$ cat src/rtl/branch_cond_unit_pkg.sv
// branch_cond_unit_pkg: flag indices, branch condition encodings and FSM state type
package branch_cond_unit_pkg;
  localparam int ZERO     = 0;
  localparam int NEGATIVE = 1;
  localparam int CARRY    = 2;
  localparam int OVERFLOW = 3;
  localparam logic [3:0] BR_BRA = 4'd0;
  localparam logic [3:0] BR_BNV = 4'd1;
  localparam logic [3:0] BR_BCC = 4'd2;
  localparam logic [3:0] BR_BCS = 4'd3;
  localparam logic [3:0] BR_BVC = 4'd4;
  localparam logic [3:0] BR_BVS = 4'd5;
  localparam logic [3:0] BR_BEQ = 4'd6;
  localparam logic [3:0] BR_BNE = 4'd7;
  localparam logic [3:0] BR_BGE = 4'd8;
  localparam logic [3:0] BR_BLT = 4'd9;
  localparam logic [3:0] BR_BGT = 4'd10;
  localparam logic [3:0] BR_BLE = 4'd11;
  localparam logic [3:0] BR_BPL = 4'd12;
  localparam logic [3:0] BR_BMI = 4'd13;
  typedef enum logic {BCU_IDLE, BCU_FLUSH} bcu_state_t;
endpackage

$ cat src/rtl/branch_cond_unit_cond_eval.sv
// bcu_cond_eval: combinational branch condition evaluation from {V,C,N,Z}
module bcu_cond_eval
  import branch_cond_unit_pkg::*;
(
  input  logic [3:0] flags,
  input  logic [3:0] cond,
  output logic       taken
);
  logic lt;
  assign lt = flags[NEGATIVE] ^ flags[OVERFLOW];
  // decode the condition; reserved encodings fall through to not-taken
  always_comb begin
    taken = 1'b0;
    case (cond)
      BR_BRA: taken = 1'b1;
      BR_BNV: taken = 1'b0;
      BR_BCC: taken = ~flags[CARRY];
      BR_BCS: taken = flags[CARRY];
      BR_BVC: taken = ~flags[OVERFLOW];
      BR_BVS: taken = flags[OVERFLOW];
      BR_BEQ: taken = flags[ZERO];
      BR_BNE: taken = ~flags[ZERO];
      BR_BGE: taken = ~lt;
      BR_BLT: taken = lt;
      BR_BGT: taken = ~flags[ZERO] & ~lt;
      BR_BLE: taken = flags[ZERO] | lt;
      BR_BPL: taken = ~flags[NEGATIVE];
      BR_BMI: taken = flags[NEGATIVE];
      default: taken = 1'b0;
    endcase
  end
endmodule

$ cat src/rtl/branch_cond_unit.sv
// branch_cond_unit: branch resolve, redirect and flush sequencing; BCU_STATS_EN adds statistics counters
module branch_cond_unit
  import branch_cond_unit_pkg::*;
#(
  parameter int WIDTH        = 32,
  parameter int FLUSH_CYCLES = 2,
  parameter int STAT_W       = 16
) (
  input  logic              clk,
  input  logic              reset,
  input  logic              i_valid,
  output logic              o_ready,
  input  logic [3:0]        i_cond,
  input  logic [WIDTH-1:0]  i_pc,
  input  logic [WIDTH-1:0]  i_disp,
  input  logic [3:0]        i_ccodes,
  input  logic              i_cc_fwd_vld,
  input  logic [3:0]        i_cc_fwd,
  output logic              o_redirect,
  output logic [WIDTH-1:0]  o_target,
  output logic              o_resolved,
  output logic              o_taken,
  output logic              o_flush,
  output logic [STAT_W-1:0] o_br_cnt,
  output logic [STAT_W-1:0] o_tk_cnt
);
  localparam int CW = FLUSH_CYCLES > 1 ? $clog2(FLUSH_CYCLES + 1) : 1;
  bcu_state_t state, state_n;
  logic [CW-1:0] cnt, cnt_n;
  logic [3:0] flags;
  logic take, accept;
  assign flags  = i_cc_fwd_vld ? i_cc_fwd : i_ccodes;
  assign accept = i_valid & o_ready;
  bcu_cond_eval u_eval (.flags(flags), .cond(i_cond), .taken(take));
  // state and flush counter register
  always_ff @(posedge clk) begin
    if (reset) begin
      state <= BCU_IDLE;
      cnt   <= '0;
    end else begin
      state <= state_n;
      cnt   <= cnt_n;
    end
  end
  // a taken branch opens the flush window; it closes when the counter reaches its last cycle
  always_comb begin
    state_n = state;
    cnt_n   = cnt;
    if (state == BCU_IDLE) begin
      if (accept && take && FLUSH_CYCLES > 0) begin
        state_n = BCU_FLUSH;
        cnt_n   = CW'(FLUSH_CYCLES);
      end
    end else begin
      cnt_n   = cnt - CW'(1);
      state_n = (cnt == CW'(1)) ? BCU_IDLE : BCU_FLUSH;
    end
  end
  // handshake and squash follow the state directly
  always_comb begin
    o_ready = (state == BCU_IDLE);
    o_flush = (state == BCU_FLUSH);
  end
  // resolve outputs, one cycle after acceptance
  always_ff @(posedge clk) begin
    if (reset) begin
      o_redirect <= 1'b0;
      o_resolved <= 1'b0;
      o_taken    <= 1'b0;
      o_target   <= '0;
    end else begin
      o_redirect <= accept & take;
      o_resolved <= accept;
      if (accept) o_taken <= take;
      if (accept && take) o_target <= i_pc + i_disp;
    end
  end
`ifdef BCU_STATS_EN
  logic [STAT_W-1:0] br_cnt, tk_cnt;
  // saturating counters of resolved and taken branches
  always_ff @(posedge clk) begin
    if (reset) begin
      br_cnt <= '0;
      tk_cnt <= '0;
    end else if (accept) begin
      br_cnt <= br_cnt + STAT_W'(br_cnt != '1);
      tk_cnt <= tk_cnt + STAT_W'(take && tk_cnt != '1);
    end
  end
  assign o_br_cnt = br_cnt;
  assign o_tk_cnt = tk_cnt;
`else
  assign o_br_cnt = '0;
  assign o_tk_cnt = '0;
`endif
endmodule

$ cat config.mk
export PLATFORM = sky130hd
export DESIGN_NAME = branch_cond_unit
export DESIGN_NICKNAME = d
export VERILOG_FILES = /design/src/rtl/branch_cond_unit_pkg.sv /design/src/rtl/branch_cond_unit_cond_eval.sv /design/src/rtl/branch_cond_unit.sv
export SDC_FILE = /design/constraint.sdc
export NUM_CORES = 1
export LEC_CHECK = 0
export BUFFER_PORTS_ARGS = -buffer_cell sky130_fd_sc_hd__buf_2
export CORE_MARGIN = 4
export CORE_UTILIZATION = 44
export CTS_CLUSTER_SIZE = 30
export DETAILED_ROUTE_END_ITERATION = 6
export GPL_ROUTABILITY_DRIVEN = 0
export PLACE_DENSITY = 0.78
export SKIP_LAST_GASP = 1
export SYNTH_ARGS = -nofsm -noshare
export SYNTH_HDL_FRONTEND = slang
export SYNTH_SLANG_ARGS = --single-unit
$ cat constraint.sdc
create_clock -name clk -period 2.9 [get_ports clk]
set_clock_uncertainty 0.2 [all_clocks]
set_input_delay 0.29 -clock clk [delete_from_list [all_inputs] [get_ports clk]]
set_output_delay 0.29 -clock clk [all_outputs]
set_load 0.005 [all_outputs]
==> results.toml <==
[global_routing]
grt_pass1_wl_um = 15010
grt_usage_pct = 20.33
grt_start_max_net_pins = 27
grt_pass1_vias = 3479
overflow = 0
antenna_found_initial = 0

[synth]
yosys_register_bits = 38
synth_top_area_share_pct = 22.38
syn_inst = 442
yosys_warnings = 0
syn_area_sq_um = 3400
synth_seq_area_share_pct = 22.38
ys_async_sr_fraction_pct = 0
synth_area_leader_cell = "dfxtp_1"
ys_top_cells_by_area = "dfxtp_1 22%, ha_1 12%, a21oi_1 9.0%, buf_4 7.1%, nand2_1 4.7%"
synth.distinct_cells = 60
synthFlopType = "dfxtp_1"
avgSynthCellArea_sq_um = 7.691
synth_edf_count = 0

[setup_path]
critPathLaunch = "i_pc[0]"
crit_type = "in2reg"
end_kind = "flip-flop"
crit_path_start_kind = "primary input"
ff2ff_path_depth = 7
cp.arrival_ns = 2.79
r2r_start = "o_flush$_SDFF_PP0_"
worst-path-max-fanout = 3
reg2reg_slack_ns = 0.69
required_ns = 2.92

[timing]
setup_viol = 0
whs_ns = 0.05943
fmax_ghz = 0.3609
rsz0062_at_grt = "yes"
slew_viol_final = 0
hold_violations = 0
fin_crit_ns = 2.771
fin_ws_ns = 0.1290
fin_crit_sh_pct = 95.55

[power_and_ir_drop]
vdd.ir_drop.worst_mv = 0.2722
cellLeakagePower_uw = 0.002046
fin_total_pwr_uw = 1695
power_density_nw_per_um2 = 399.6

[finish]
finalNetCount = 684
layout_commonest_cell = "buf_2"
fill_cells = 719
final_cell_mix = "116 x buf_2, 60 x a21oi_1, 43 x nand2_1"
post_route_cells_drive_above_1_share_pct = 29.20
seqCellArea_sq_um = 760.7
area_growth_pct = 24.81
diodes = 0
fin_util_pct = 57.57
fin_cells = 671
multiInputGateArea_sq_um = 2445

[die]
die_h_um = 95.90
core_sq_um = 7370
die-area_sq_um = 9197
die_x_um = 95.90
start_util_pct = 46.13
pin_count = 149
fp-row-count = 31

[min_path]
min_path_type = "in2reg"
min_from = "i_valid"
whs_path_depth = 3

[clocking]
worstSkewPairLatency_ns = 0.29
clock_sinks = 38
tritoncts = "built"
root_buffer = "clkbuf_8"
clkSlewWorstSetupHoldPaths_ns = 0.08
cts.path.max_buffers = 2
cts_buffers = 5
htreeDepth = 2

[route]
vias = 3652
firstDrtPassIters = 4
wirelength_um = 9624
m1WireLength_um = 4082
drt-wirelength-per-cell_um = 14.34
highest_layer = "met4"
viasPerCell = 5.443
drc = 0
ant_nets = 0
met3_length_um = 814
met2_length_um = 4633
drt_iter0_drc = 143

[place]
dp_slack_ns = -0.4023
dp.final_hpwl_um = 7725
io_buffers = 116
dp.cells = 662

[run]
drv_cap = 0

[run_status]
status = "finished, final reports clean"
==> cells in the mapped netlist, types with 3 or more instances <==
master and number:
buf_4 32, nand3_1 17, a311oi_1 3, buf_2 6
xor2_1 7, a31oi_1 3, o21a_1 8, o211ai_1 3
o311ai_0 3, ha_1 32, a2111oi_0 3, nor4_1 4
nor2_1 38, nand2b_1 5, and3_1 3, a21o_1 15
and2_1 5, nand3b_1 3, a21oi_1 61, or3_1 3
nor3_1 6, a211oi_1 6, inv_1 9, nand4_1 5
o31ai_1 4, mux2i_1 4, o21ai_0 14, clkbuf_1 10
dfxtp_1 38, xnor2_1 14, nand2_1 43
==> registers in the layout, summed over array words and instances (netlist names) <==
register,count
o_target,32
cnt,2
o_resolved,1
o_taken,1
o_flush,1
o_redirect,1
==> what timing repair did <==
item                                    4_1_cts  5_1_grt
endpoints found under the setup margin        4        8
pin swaps                                     0        3
buffers inserted                              0        1
hold buffers                                  0        0
resized for setup                             2       10
==> worst paths after layout <==
check,endpoint
setup / recovery,o_target[26]$_SDFFE_PP0P_
hold / removal,o_resolved$_SDFF_PP0_
setup reg to reg,o_target[29]$_SDFFE_PP0P_
hold reg to reg,o_target[1]$_SDFFE_PP0P_
==> power by group <==
part           switching (uW)  internal [uW]  leakage (uW)
combinational             378            318       0.00169
clock                     215            192     0.0000472
sequential               24.8            568      0.000310
total                     618           1080       0.00205
==> cells by family (layout without fill, tap and decap cells) <==
family,Yosys count,in the layout,share of synthesized area [%]
simple gates,142,142,19.80
compound gates,139,139,26.39
buf+inv,60,159,10.38
flops,38,38,22.38
fa+ha+maj,33,33,12.37
xor+xnor,21,21,5.410
mux,8,8,3.165
other cells,1,32,0.1103
==> final cells by class <==
class	instances	area share [%]
tap	99	2.919
sequential	38	17.93
clock buffer	6	1.946
clock inverter	2	0.2949
inverter	10	0.8847
multi-input combinational	375	57.62
timing repair buffer	141	18.40
==> metrics by stage <==
stage          setup TNS, ns  cell area, sq um
5_1_grt             -0.03621              4243
3_5_place_dp          -2.696              4098
2_1_floorplan              0              3516
4_1_cts                    0              4199
3_3_place_gp          -1.214              4098
6_report                   0              4243
==> critical path, cell delays in order <==
cell and delay (ns):
buf_2 0.10, ha_1 0.21, fa_1 0.41, a211oi_2 0.28, o211ai_1 0.24, a2111oi_2 0.42, nor3_2 0.11, a211oi_2 0.19
buf_4 0.15, nor2_1 0.05, xnor2_1 0.13, a211oi_1 0.21
==> metal layers <==
| metal | global-route usage [%] | up-vias |
|---|---|---|
| li1 | - | 1801 |
| met3 | 3.987 | 13 |
| met5 | 0 | - |
| met2 | 35.38 | 162 |
| met1 | 25.13 | 1676 |
| met4 | 6.398 | 0 |
No activity file was read; power rests on OpenSTA's default activity.
